--- config.mk ---
export PLATFORM = sky130hd
export DESIGN_NAME = muldiv_unit_flat
export DESIGN_NICKNAME = d
export VERILOG_FILES = /design/src/rtl/muldiv_pkg.sv /design/src/rtl/muldiv_if.sv /design/src/rtl/muldiv_operand_prep.sv /design/src/rtl/muldiv_unit.sv /design/src/flat_wrapper.sv
export SDC_FILE = /design/constraint.sdc
export NUM_CORES = 1
export LEC_CHECK = 0
export CAP_MARGIN = 20
export CORE_MARGIN = 2
export CORE_UTILIZATION = 55
export DETAILED_ROUTE_END_ITERATION = 8
export PLACE_DENSITY_LB_ADDON = 0.08
export REMOVE_ABC_BUFFERS = 1
export SETUP_SLACK_MARGIN = 0.5
export SLEW_MARGIN = 40
export SYNTH_ARGS = -nofsm -noshare
export SYNTH_HDL_FRONTEND = slang
export SYNTH_SLANG_ARGS = --single-unit
--- constraint.sdc ---
create_clock -name clk -period 6.3 [get_ports clk]
set_clock_uncertainty 0.1 [all_clocks]
set_input_delay 1.575 -clock clk [delete_from_list [all_inputs] [get_ports clk]]
set_output_delay 1.575 -clock clk [all_outputs]
set_load 0.01 [all_outputs]
--- src/rtl/muldiv_pkg.sv ---
// muldiv_pkg: shared types and constants for the M-extension execute unit.
//   md_op_e    - 4-bit ALU control codes for mul/div ops. The ALU decoder uses
//                the same enum, so each code is defined in one place.
//   md_state_e - sequencer states of muldiv_unit.
//   XLEN_DEF   - default operand width; CNT_W_DEF - iteration counter width.
package muldiv_pkg;

    localparam int XLEN_DEF  = 32;
    localparam int CNT_W_DEF = $clog2(XLEN_DEF);

    // REM/REMU share codes with OR/AND; start qualifies them as mul/div ops.
    typedef enum logic [3:0] {
        OP_MUL    = 4'b1010,
        OP_MULH   = 4'b1011,
        OP_MULHSU = 4'b1100,
        OP_MULHU  = 4'b1101,
        OP_DIV    = 4'b1110,
        OP_DIVU   = 4'b1111,
        OP_REM    = 4'b0110,
        OP_REMU   = 4'b0111
    } md_op_e;

    typedef enum logic [1:0] {
        ST_IDLE,
        ST_MUL,
        ST_DIV,
        ST_DONE
    } md_state_e;

endpackage

--- src/rtl/muldiv_if.sv ---
// muldiv_if: execute-stage <-> mul/div unit bundle.
//   master (pipeline): drives start, flush, md_op, op_a, op_b;
//                      observes busy, result_valid, result.
//   slave  (muldiv_unit): the reverse.
interface muldiv_if #(
    parameter int XLEN = 32
);
    logic            start;
    logic            flush;
    logic [3:0]      md_op;
    logic [XLEN-1:0] op_a;
    logic [XLEN-1:0] op_b;
    logic            busy;
    logic            result_valid;
    logic [XLEN-1:0] result;

    modport master (
        output start, flush, md_op, op_a, op_b,
        input  busy, result_valid, result
    );

    modport slave (
        input  start, flush, md_op, op_a, op_b,
        output busy, result_valid, result
    );
endinterface

--- src/rtl/muldiv_operand_prep.sv ---
// muldiv_operand_prep: combinational operand conditioning for muldiv_unit.
//   md_op_i            - op code (any code that is not a div/rem op is a multiply)
//   op_a_i, op_b_i     - raw rs1/rs2 values
//   abs_a_o, abs_b_o   - operand magnitudes, taken according to the op's signedness
//   is_div_o, is_rem_o - op class: div/rem vs multiply, and remainder vs quotient
//   mul_hi_o           - the multiply returns the upper half of the product
//   neg_prod_o, neg_quo_o, neg_rem_o - the final result must be negated
//   div0_o, ovf_o      - divide by zero / signed overflow (resolved without iterating)
module muldiv_operand_prep
    import muldiv_pkg::*;
#(
    parameter int XLEN = XLEN_DEF
) (
    input  logic [3:0]      md_op_i,
    input  logic [XLEN-1:0] op_a_i,
    input  logic [XLEN-1:0] op_b_i,
    output logic [XLEN-1:0] abs_a_o,
    output logic [XLEN-1:0] abs_b_o,
    output logic            is_div_o,
    output logic            is_rem_o,
    output logic            mul_hi_o,
    output logic            neg_prod_o,
    output logic            neg_quo_o,
    output logic            neg_rem_o,
    output logic            div0_o,
    output logic            ovf_o
);
    logic a_sgn, b_sgn, a_neg, b_neg;

    always_comb begin
        is_div_o = 1'b0;
        is_rem_o = 1'b0;
        mul_hi_o = 1'b0;
        a_sgn    = 1'b1;
        b_sgn    = 1'b1;
        case (md_op_e'(md_op_i))
            OP_MULH:   mul_hi_o = 1'b1;
            OP_MULHSU: begin mul_hi_o = 1'b1; b_sgn = 1'b0; end
            OP_MULHU:  begin mul_hi_o = 1'b1; a_sgn = 1'b0; b_sgn = 1'b0; end
            OP_DIV:    is_div_o = 1'b1;
            OP_DIVU:   begin is_div_o = 1'b1; a_sgn = 1'b0; b_sgn = 1'b0; end
            OP_REM:    begin is_div_o = 1'b1; is_rem_o = 1'b1; end
            OP_REMU:   begin is_div_o = 1'b1; is_rem_o = 1'b1; a_sgn = 1'b0; b_sgn = 1'b0; end
            default:   ; // MUL and unknown codes: signed low-half multiply
        endcase
    end

    assign a_neg   = a_sgn & op_a_i[XLEN-1];
    assign b_neg   = b_sgn & op_b_i[XLEN-1];
    assign abs_a_o = a_neg ? (~op_a_i + 1'b1) : op_a_i;
    assign abs_b_o = b_neg ? (~op_b_i + 1'b1) : op_b_i;

    assign neg_prod_o = a_neg ^ b_neg;
    assign neg_quo_o  = a_neg ^ b_neg;
    assign neg_rem_o  = a_neg;

    assign div0_o = is_div_o & (op_b_i == '0);
    // The most negative value divided by -1 is only an overflow for signed ops.
    assign ovf_o  = is_div_o & a_sgn & (op_a_i == {1'b1, {(XLEN-1){1'b0}}}) & (op_b_i == '1);

endmodule

--- src/rtl/muldiv_unit.sv ---
// muldiv_unit: iterative M-extension execute unit (MUL/MULH/MULHSU/MULHU/DIV/DIVU/REM/REMU).
//   clk, rst_n - clock; asynchronous active-low reset
//   bus        - muldiv_if.slave: start/flush/md_op/op_a/op_b in; busy/result_valid/result out
// The multiplier is a radix-2 shift-add and the divider is a restoring divider.
// Each takes one bit per cycle, so an accepted start at T gives result_valid at T+XLEN+1.
// A divide by zero or a signed overflow is resolved at T+1.
// Build option MULDIV_FAST_MUL_EN: multiplies use a single-cycle full-width product
// and complete at T+1.
module muldiv_unit
    import muldiv_pkg::*;
#(
    parameter int XLEN = XLEN_DEF
) (
    input  logic     clk,
    input  logic     rst_n,
    muldiv_if.slave  bus
);
    localparam int CW = $clog2(XLEN);

    md_state_e         state_q;
    logic [2*XLEN-1:0] acc_q;     // mul: {partial sum, multiplier}; div: {remainder, dividend/quotient}
    logic [XLEN-1:0]   opnd_q;    // mul: |multiplicand|; div: |divisor|
    logic [CW-1:0]     cnt_q;
    logic              neg_q, hi_q, rem_q, busy_q;
    logic [XLEN-1:0]   pend_q;    // result presented during DONE
    logic [XLEN-1:0]   result_q;  // last delivered result

    logic [XLEN-1:0] abs_a, abs_b;
    logic is_div, is_rem, mul_hi, neg_prod, neg_quo, neg_rem, div0, ovf;

    muldiv_operand_prep #(.XLEN(XLEN)) u_prep (
        .md_op_i   (bus.md_op),
        .op_a_i    (bus.op_a),
        .op_b_i    (bus.op_b),
        .abs_a_o   (abs_a),
        .abs_b_o   (abs_b),
        .is_div_o  (is_div),
        .is_rem_o  (is_rem),
        .mul_hi_o  (mul_hi),
        .neg_prod_o(neg_prod),
        .neg_quo_o (neg_quo),
        .neg_rem_o (neg_rem),
        .div0_o    (div0),
        .ovf_o     (ovf)
    );

    // Shift-add step: add the multiplicand when the multiplier LSB is set, then shift right.
    logic [XLEN:0]     mul_sum;
    logic [2*XLEN-1:0] mul_step;
    assign mul_sum  = {1'b0, acc_q[2*XLEN-1:XLEN]} + (acc_q[0] ? {1'b0, opnd_q} : '0);
    assign mul_step = {mul_sum, acc_q[XLEN-1:1]};

    // Restoring step: shift in the next dividend bit and subtract the divisor if it fits.
    // A borrow shows up in the top bit of the difference.
    logic [XLEN:0]     div_sh, div_diff;
    logic              div_ge;
    logic [2*XLEN-1:0] div_step;
    assign div_sh   = {acc_q[2*XLEN-1:XLEN], acc_q[XLEN-1]};
    assign div_diff = div_sh - {1'b0, opnd_q};
    assign div_ge   = ~div_diff[XLEN];
    assign div_step = {(div_ge ? div_diff[XLEN-1:0] : div_sh[XLEN-1:0]), acc_q[XLEN-2:0], div_ge};

    function automatic logic [XLEN-1:0] sel_mul(input logic [2*XLEN-1:0] p,
                                                input logic neg, input logic hi);
        logic [2*XLEN-1:0] s;
        s = neg ? (~p + 1'b1) : p;
        return hi ? s[2*XLEN-1:XLEN] : s[XLEN-1:0];
    endfunction

    function automatic logic [XLEN-1:0] sel_div(input logic [2*XLEN-1:0] qr,
                                                input logic neg, input logic rem);
        logic [XLEN-1:0] v;
        v = rem ? qr[2*XLEN-1:XLEN] : qr[XLEN-1:0];
        return neg ? (~v + 1'b1) : v;
    endfunction

`ifdef MULDIV_FAST_MUL_EN
    logic [2*XLEN-1:0] fast_prod;
    assign fast_prod = {{XLEN{1'b0}}, abs_a} * {{XLEN{1'b0}}, abs_b};
`endif

    always_ff @(posedge clk or negedge rst_n) begin
        if (!rst_n) begin
            state_q  <= ST_IDLE;
            acc_q    <= '0;
            opnd_q   <= '0;
            cnt_q    <= '0;
            neg_q    <= 1'b0;
            hi_q     <= 1'b0;
            rem_q    <= 1'b0;
            busy_q   <= 1'b0;
            pend_q   <= '0;
            result_q <= '0;
        end else if (bus.flush) begin
            // Abort from any state; result_q keeps the previously delivered value.
            state_q <= ST_IDLE;
            busy_q  <= 1'b0;
        end else begin
            case (state_q)
                ST_IDLE: if (bus.start) begin
                    busy_q <= 1'b1;
                    neg_q  <= is_div ? (is_rem ? neg_rem : neg_quo) : neg_prod;
                    hi_q   <= mul_hi;
                    rem_q  <= is_rem;
                    cnt_q  <= CW'(XLEN-1);
                    if (is_div) begin
                        opnd_q <= abs_b;
                        acc_q  <= {{XLEN{1'b0}}, abs_a};
                        if (div0) begin
                            pend_q  <= is_rem ? bus.op_a : '1;
                            state_q <= ST_DONE;
                        end else if (ovf) begin
                            pend_q  <= is_rem ? '0 : bus.op_a;
                            state_q <= ST_DONE;
                        end else begin
                            state_q <= ST_DIV;
                        end
                    end else begin
`ifdef MULDIV_FAST_MUL_EN
                        pend_q  <= sel_mul(fast_prod, neg_prod, mul_hi);
                        state_q <= ST_DONE;
`else
                        opnd_q  <= abs_a;
                        acc_q   <= {{XLEN{1'b0}}, abs_b};
                        state_q <= ST_MUL;
`endif
                    end
                end
                ST_MUL: begin
                    acc_q <= mul_step;
                    cnt_q <= cnt_q - 1'b1;
                    if (cnt_q == '0) begin
                        pend_q  <= sel_mul(mul_step, neg_q, hi_q);
                        state_q <= ST_DONE;
                    end
                end
                ST_DIV: begin
                    acc_q <= div_step;
                    cnt_q <= cnt_q - 1'b1;
                    if (cnt_q == '0) begin
                        pend_q  <= sel_div(div_step, neg_q, rem_q);
                        state_q <= ST_DONE;
                    end
                end
                ST_DONE: begin
                    result_q <= pend_q;
                    busy_q   <= 1'b0;
                    state_q  <= ST_IDLE;
                end
                default: state_q <= ST_IDLE;
            endcase
        end
    end

    // The valid pulse and the new result are withheld in a DONE cycle that is being flushed.
    logic done_ok;
    assign done_ok          = (state_q == ST_DONE) & ~bus.flush;
    assign bus.busy         = busy_q;
    assign bus.result_valid = done_ok;
    assign bus.result       = done_ok ? pend_q : result_q;

endmodule

--- src/flat_wrapper.sv ---
// flat-port wrapper written by rule: the top's interface ports become plain ports
module muldiv_unit_flat import muldiv_pkg::*;
#(
    parameter int XLEN = XLEN_DEF
)
  (clk, rst_n, bus_start, bus_flush, bus_md_op, bus_op_a, bus_op_b, bus_busy, bus_result_valid, bus_result);
  muldiv_if #(.XLEN(XLEN)) bus_i ();
  input  logic clk;
  input  logic rst_n;
  input wire logic [$bits(bus_i.start)-1:0] bus_start;
  input wire logic [$bits(bus_i.flush)-1:0] bus_flush;
  input wire logic [$bits(bus_i.md_op)-1:0] bus_md_op;
  input wire logic [$bits(bus_i.op_a)-1:0] bus_op_a;
  input wire logic [$bits(bus_i.op_b)-1:0] bus_op_b;
  output wire logic [$bits(bus_i.busy)-1:0] bus_busy;
  output wire logic [$bits(bus_i.result_valid)-1:0] bus_result_valid;
  output wire logic [$bits(bus_i.result)-1:0] bus_result;
  assign bus_i.start = bus_start;
  assign bus_i.flush = bus_flush;
  assign bus_i.md_op = bus_md_op;
  assign bus_i.op_a = bus_op_a;
  assign bus_i.op_b = bus_op_b;
  assign bus_busy = bus_i.busy;
  assign bus_result_valid = bus_i.result_valid;
  assign bus_result = bus_i.result;
  muldiv_unit #(.XLEN(XLEN)) u_core (.clk(clk), .rst_n(rst_n), .bus(bus_i));
endmodule
==> metrics, run 1 <==
full die area 0.0354 mm²; Yosys reg bits 171; power density over the cells 466 mW/mm²; largest net degree at the start of global routing 97; worst path cell trace inv_1, ha_1, fa_1, nand2b_1, a21oi_1, buf_4, o21ai_1, a21boi_1, buf_4, o21ai_0, nand2_1, buf_4, a22o_1, ha_1, nand4_1, nor4b_1, a211oi_1, nor4_1, buf_4, nand4_1, o31ai_2, xor2_1, a221o_1; Die Ht 188 µm; top cells by area, synth dfrtp_1 (23%), o21ai_0 (6.9%), a21oi_1 (6.5%); Area after DPL 0.0201 mm²; Final Slew Violations 0; synthesized area 0.0187 mm²; TritonCTS clock tree built; final std cells w/o fill 3,032; CTS buffer count 17; Post-CTS Hold Buffers 0; met2 global-route usage 60.6%; Top delay family on crit path compound AO/OA/AOI/OAI gates; Critical Path Start Type register; Final Setup Violations 0; fin crit share 88.5%; Yosys Warn Count 0; most frequent CP cell buf_4; Place WS 0.0155 ns; DRT Pass-1 Iters 7; Leakage 8.44 nW; Die W 188 µm; H-tree levels 4; gr ovfl total 0; Layout area overhead 11.9%; Critical Path End Type register; Distinct cells, synth 99; GP Congestion 0.986; Total GRT Usage 40.6%; Crit Path Max Fanout 12; placed cells 2,989; slew margin rel. 37.8%; Buf+Inv Stages, Crit Path 5; Seq/Total Area, Yosys 22.9%; WP data arrival 5.80 ns; CTS root buf clkbuf_16; Max Clock Freq 179 MHz; # diodes 0; RSZ-0062 raised after global routing true; Yosys top cell area share 22.9%; Synth async-reset ratio 100%; # fillers 3,004; CP Data Required Time 6.53 ns; Setup CP Type reg2reg; HPWL after DPL 55.5 mm; FF-to-FF setup slack 0.73 ns; status finished, final reports clean; Initial DRC Count 2,886; Commonest cells post-synth nand2_1 (303), o21ai_0 (258), a21oi_1 (244), nor2_1 (244), dfrtp_1 (171); Max stage delay on crit path 0.43 ns; GR peak layer met2; core area 0.0334 mm²; Total Wirelength 73.0 mm; post-layout utilization of the core 62.5%; Row Count 67; met3 usage 9.72%; clk sinks 171; first-pass GRT wire length 113 mm; Antenna Nets Post-Route 0; Synth Flop Type dfrtp_1; Vias 20.9k; Slew @ Worst Pin 0.928 ns; final worst setup slack 0.726 ns; routed vias/inst 6.89; Setup TNS 0 ns; most numerous cell in the Yosys netlist nand2_1; layout cells sized above 1 8.82%; Max Cap Viol 0; initial antenna violation count 1; initial cell density of the core 55.8%; met1 Track Usage GR 56.0%; post-synth top area cell dfrtp_1; area of the multi-input gates 0.0135 mm²; worst vdd ir 0.000270 V; CP max-delay cell fa_1; Design Area, Final 0.0209 mm²; port bufs 105; Gate Count Post-Synth 2,550; Reg clk slew, reported paths 0.07 ns; final hold vios 0; clk buf depth 2; clock latency on the worst-skew pair 0.45 ns; synthesized area per cell 7.32 µm²; IO Count 106; register area 0.00428 mm²; Final #Nets 2,720; WL/cell 24.1 µm; vias in the first global route 19.4k; Post-synth EDFFs 0; Hold Crit Class reg2reg; Tmin final 5.57 ns; DRC errors left 0
power breakdown:
part	leakage (nW)	total [mW]	internal, mW	switching, mW
Combinational	5.97	6.40	2.35	4.05
Sequential	2.16	2.16	1.53	0.630
Clock	0.309	1.18	0.654	0.525
Total	8.44	9.73	4.53	5.20
metal layers:
metal | routed length, µm | up-vias
met5 | 0 | -
met4 | 3720 | 0
met3 | 9030 | 247
met2 | 30600 | 1439
met1 | 29600 | 9761
li1 | - | 9453
worst register-to-register path: cells and delay by family, from the launching register on:
| family | cells | cell delay [ns] |
|---|---|---|
| AO/OA/AOI/OAI | 8 | 1.60 |
| AND/OR/NAND/NOR | 6 | 1.40 |
| adder cells (fa/ha/maj) | 3 | 0.92 |
| buffers and inverters | 5 | 0.88 |
| flip-flops | 1 | 0.41 |
| XOR/XNOR | 1 | 0.15 |
cell type report:
type | count | area share, %
inverters | 66 | 1.20
repair buffers | 185 | 8.10
clock buffers | 18 | 2.10
flip-flops and latches | 171 | 20.5
clock inverters | 14 | 0.988
well taps | 448 | 2.68
multi-input cells | 2130 | 64.4
cells by family after synthesis:
kind of cell / count (synthesis) / synth area share, %
and+or+nand+nor: 923 / 24.0
AOI/OAI and AO/OA: 903 / 30.8
buffers and inverters: 249 / 5.56
DFF: 171 / 22.9
xor gates and xnor gates: 153 / 7.18
adders and majority gates: 84 / 5.62
muxes: 67 / 3.92
placed cells by master, fill, tap and decap left out, types with 10 or more instances in the layout:
| cell | synthesis | routed |
|---|---|---|
| clkdlybuf4s50_1 | 0 | 104 |
| a22oi_1 | 18 | 18 |
| a21o_1 | 33 | 33 |
| a31oi_1 | 21 | 21 |
| ha_1 | 75 | 71 |
| mux2i_1 | 27 | 27 |
| o41ai_1 | 15 | 14 |
| mux2_2 | 39 | 39 |
| o21ai_0 | 258 | 252 |
| clkbuf_16 | 0 | 17 |
| xor2_1 | 61 | 61 |
| o31ai_1 | 53 | 51 |
| a21oi_1 | 244 | 243 |
| nand2b_1 | 16 | 16 |
| nor2_1 | 244 | 242 |
| and2_1 | 48 | 46 |
| and3_1 | 23 | 23 |
| a41oi_1 | 10 | 10 |
| o211ai_1 | 29 | 29 |
| o311ai_0 | 12 | 11 |
| nand2_1 | 303 | 300 |
| dfrtp_1 | 171 | 168 |
| o21a_1 | 15 | 15 |
| a211oi_1 | 34 | 33 |
| nand3_1 | 58 | 58 |
| or3_1 | 27 | 26 |
| nor3_1 | 61 | 61 |
| or4_1 | 15 | 15 |
| nor4_1 | 28 | 26 |
| xnor2_1 | 92 | 91 |
| a221oi_1 | 21 | 21 |
| inv_1 | 64 | 63 |
| nor2b_1 | 12 | 11 |
| a221o_1 | 24 | 24 |
| buf_4 | 3 | 77 |
| nand4_1 | 27 | 27 |
| o21ai_1 | 8 | 14 |
final timing paths:
path	endpoint	startpoint	cells after the start
worst min register to register	u_core.pend_q[6]$_DFFE_PN0P_	u_core.pend_q[6]$_DFFE_PN0P_	2
worst max-delay path	u_core.pend_q[30]$_DFFE_PN0P_	u_core.acc_q[31]$_DFFE_PN0P_	23
max in group asynchronous	u_core.acc_q[55]$_DFFE_PN0P_	rst_n	2
worst min-delay path	u_core.pend_q[6]$_DFFE_PN0P_	u_core.pend_q[6]$_DFFE_PN0P_	2
min in group asynchronous	u_core.result_q[1]$_DFFE_PN0P_	rst_n	1
worst max register to register	u_core.pend_q[30]$_DFFE_PN0P_	u_core.acc_q[31]$_DFFE_PN0P_	23
stage by stage:
step	hold WS [ns]	power, mW
2_1_floorplan	0.343	5.94
3_3_place_gp	0.358	8.09
3_5_place_dp	0.365	8.17
4_1_cts	0.381	9.39
5_1_grt	0.413	10.3
6_report	0.383	9.73
repair_timing:
action / in CTS / in global routing
pin swaps: 0 / 4
buffers inserted: 0 / 10
endpoints found under the setup margin: 3 / 17
resized for setup: 1 / 17
registers in the layout, summed over array words and instances, names as in the netlist:
| name | flops |
|---|---|
| u_core.acc_q | 64 |
| u_core.result_q | 32 |
| u_core.neg_q | 1 |
| u_core.hi_q | 1 |
| u_core.bus.busy | 1 |
| u_core.opnd_q | 32 |
| u_core.pend_q | 32 |
| u_core.state_q | 2 |
| u_core.cnt_q | 5 |
| u_core.rem_q | 1 |
Note: power is estimated with default switching activity, not from simulation.
==> inputs of run 2 (changes only) <==
--- a/config.mk
+++ b/config.mk
@@ -6,7 +6,6 @@
 export NUM_CORES = 1
 export LEC_CHECK = 0
 export CAP_MARGIN = 20
-export CORE_MARGIN = 2
 export CORE_UTILIZATION = 55
 export DETAILED_ROUTE_END_ITERATION = 8
 export PLACE_DENSITY_LB_ADDON = 0.08
==> constraint.sdc (replaced) <==
create_clock -name clk -period 4.9 [get_ports clk]
set_clock_uncertainty 0.1 [all_clocks]
set_input_delay 1.225 -clock clk [delete_from_list [all_inputs] [get_ports clk]]
set_output_delay 1.225 -clock clk [all_outputs]
set_load 0.01 [all_outputs]
==> run 2 against run 1 <==
The run now ends with DRC left. Total power increased by 53%. Via count is 11% higher. Non-clock buffer count is 406 higher. Sequential share of layout area fell by 3.6 points. Cell count rose by 13%. Highest routed layer is now met5.
==> metrics, run 2 (synthesis gave the netlist of run 1 again) <==
status finished with violations; failing checks DRC; slew margin rel. 39.1%; Largest register FFs 64; clock latency on the worst-skew pair 0.46 ns; Design Area, Final 0.0254 mm²; Vias 23.3k; Buf+Inv Stages, Crit Path 2; full die area 0.0347 mm²; Max stage delay on crit path 0.63 ns; Crit Path Max Fanout 3; Max Cap Viol 0; sw frac 51.2%; Die Ht 186 µm; Max Clock Freq 205 MHz; initial antenna violation count 4; clk buf depth 2; power density over the cells 588 mW/mm²; core area 0.0334 mm²; Final #Nets 3,126; H-tree levels 4; Antenna Nets Post-Route 0; TritonCTS clock tree built; Critical Path Start Type register; final hold vios 0; combinational fraction of design power 74.0%; HPWL after DPL 60.8 mm; first-pass GRT wire length 121 mm; largest register by flop count u_core.acc_q; Sequential Power Share 16.9%; RSZ-0062 raised after global routing true; Total Wirelength 82.7 mm; Internal 7.28 mW; GP Congestion 1.05; most frequent cells in the layout buf_4 (451), nand2_1 (293), nor2_1 (232); Row Count 67; CTS buffer count 17; Final Setup Violations 0; DRC errors left 3; PnR Total Power 14.9 mW; Total GRT Usage 46.2%; WP data arrival 5.11 ns; worst path cell trace and2_4, ha_4, fa_2, buf_6, a211oi_4, buf_4, nor4b_1, nor3_1, o211ai_1, or4_4, nor4_4, nand3_2, or4_4, a21oi_4, o41ai_2, or3b_1, o211a_1; Place WS -0.353 ns; Final Slew Violations 0; Area after DPL 0.0227 mm²; clock power share 9.1%; fin crit share 99.6%; Reg clk slew, reported paths 0.07 ns; most common cell after layout, fill and taps aside buf_4; Leakage 10.7 nW; Setup CP Type reg2reg; DRT Pass-1 Iters 9; worst vdd ir 0.000451 V; Top delay family on crit path simple AND/OR/NAND/NOR gates; Die W 186 µm; Critical Path End Type register; initial cell density of the core 55.8%; Setup TNS 0 ns; CP max-delay cell or4_4; Tmin final 4.88 ns; WL/cell 24.1 µm; port bufs 105; final worst setup slack 0.0206 ns; IO Count 106; Slew @ Worst Pin 0.914 ns; # diodes 0; Hold Crit Class reg2reg; Initial DRC Count 3,227; vias in the first global route 21.1k; CTS root buf clkbuf_16; gr ovfl total 0; # fillers 2,497; routed vias/inst 6.76; Layout area overhead 36.0%; clk sinks 171; layout cells sized above 1 27.3%; largest net degree at the start of global routing 75; most frequent CP cell or4_4; WHS 0.377 ns; NetSw 7.65 mW; CP Data Required Time 5.13 ns
[run 2: cell types whose count changed in the layout (fill, tap and decap cells not counted), sizes merged]
cell,delta
buf,+405
bufinv,-3
clkbuf,+7
clkdlybuf4s50,-5
clkinv,-1
clkinvlp,-1
dlygate4sd2,+1
dlymetal6s2s,+4
inv,-2
[run 2: final cells by class]
class                   count  area (µm²)  area share (%)
flip-flops and latches    171        4290            16.9
clock buffers              24         492            1.94
repair buffers            591        4900            19.3
multi-input cells        2130       14800            58.5
clock inverters             7        58.8           0.232
well taps                 448         561            2.21
inverters                  66         250           0.986
[run 2: metal layers]
metal	global-route usage (%)	part of all wire (%)	vias up
met3	13.3	13	346
li1	-	-	10248
met4	21.7	5.4	4
met5	0	0.027	-
met1	60.3	39	10943
met2	70.1	43	1709
[run 2: repair_timing]
item | 4_1_cts | 5_1_grt
setup buffers | 29 | 32
setup endpoints to repair | 43 | 31
hold buffers | 0 | 0
resized for setup | 152 | 176
hold endpoints to repair | 0 | 0
gates cloned | 0 | 1
pin swaps | 73 | 89
[run 2: path summary, 6_finish.rpt]
check	slack [ns]	startpoint	depth (start not counted)	to
worst max register to register	0.02	u_core.acc_q[0]$_DFFE_PN0P_	17	u_core.pend_q[27]$_DFFE_PN0P_
max in group asynchronous	2.95	rst_n	2	u_core.acc_q[35]$_DFFE_PN0P_
worst min register to register	0.38	u_core.pend_q[5]$_DFFE_PN0P_	2	u_core.pend_q[5]$_DFFE_PN0P_
worst min-delay path	0.38	u_core.pend_q[5]$_DFFE_PN0P_	2	u_core.pend_q[5]$_DFFE_PN0P_
worst max-delay path	0.02	u_core.acc_q[0]$_DFFE_PN0P_	17	u_core.pend_q[27]$_DFFE_PN0P_
min in group asynchronous	0.68	rst_n	1	u_core.opnd_q[22]$_DFFE_PN0P_
[run 2: stage by stage]
stage          util [%]  std cells
2_1_floorplan         -       2367
3_3_place_gp       68.0       3344
3_5_place_dp       68.0       3344
4_1_cts            72.4       3404
5_1_grt            75.9       3437
6_report           75.9       3437
[run 2: tightest hold or removal path: stages (launching register included)]
cell and delay (ns):
dfrtp_1 0.34, nand2_1 0.05, o31ai_1 0.05
[run 2: power by group through the flow]
| stage | Clock [mW] | Combinational (mW) | Sequential [mW] |
|---|---|---|---|
| 2_1_floorplan | 0 | 5.10 | 2.53 |
| 3_3_place_gp | 0 | 9.20 | 2.45 |
| 3_5_place_dp | 0 | 9.36 | 2.48 |
| 4_1_cts | 1.34 | 9.95 | 2.46 |
| 5_1_grt | 1.40 | 11.6 | 2.56 |
| 6_report | 1.35 | 11.0 | 2.52 |
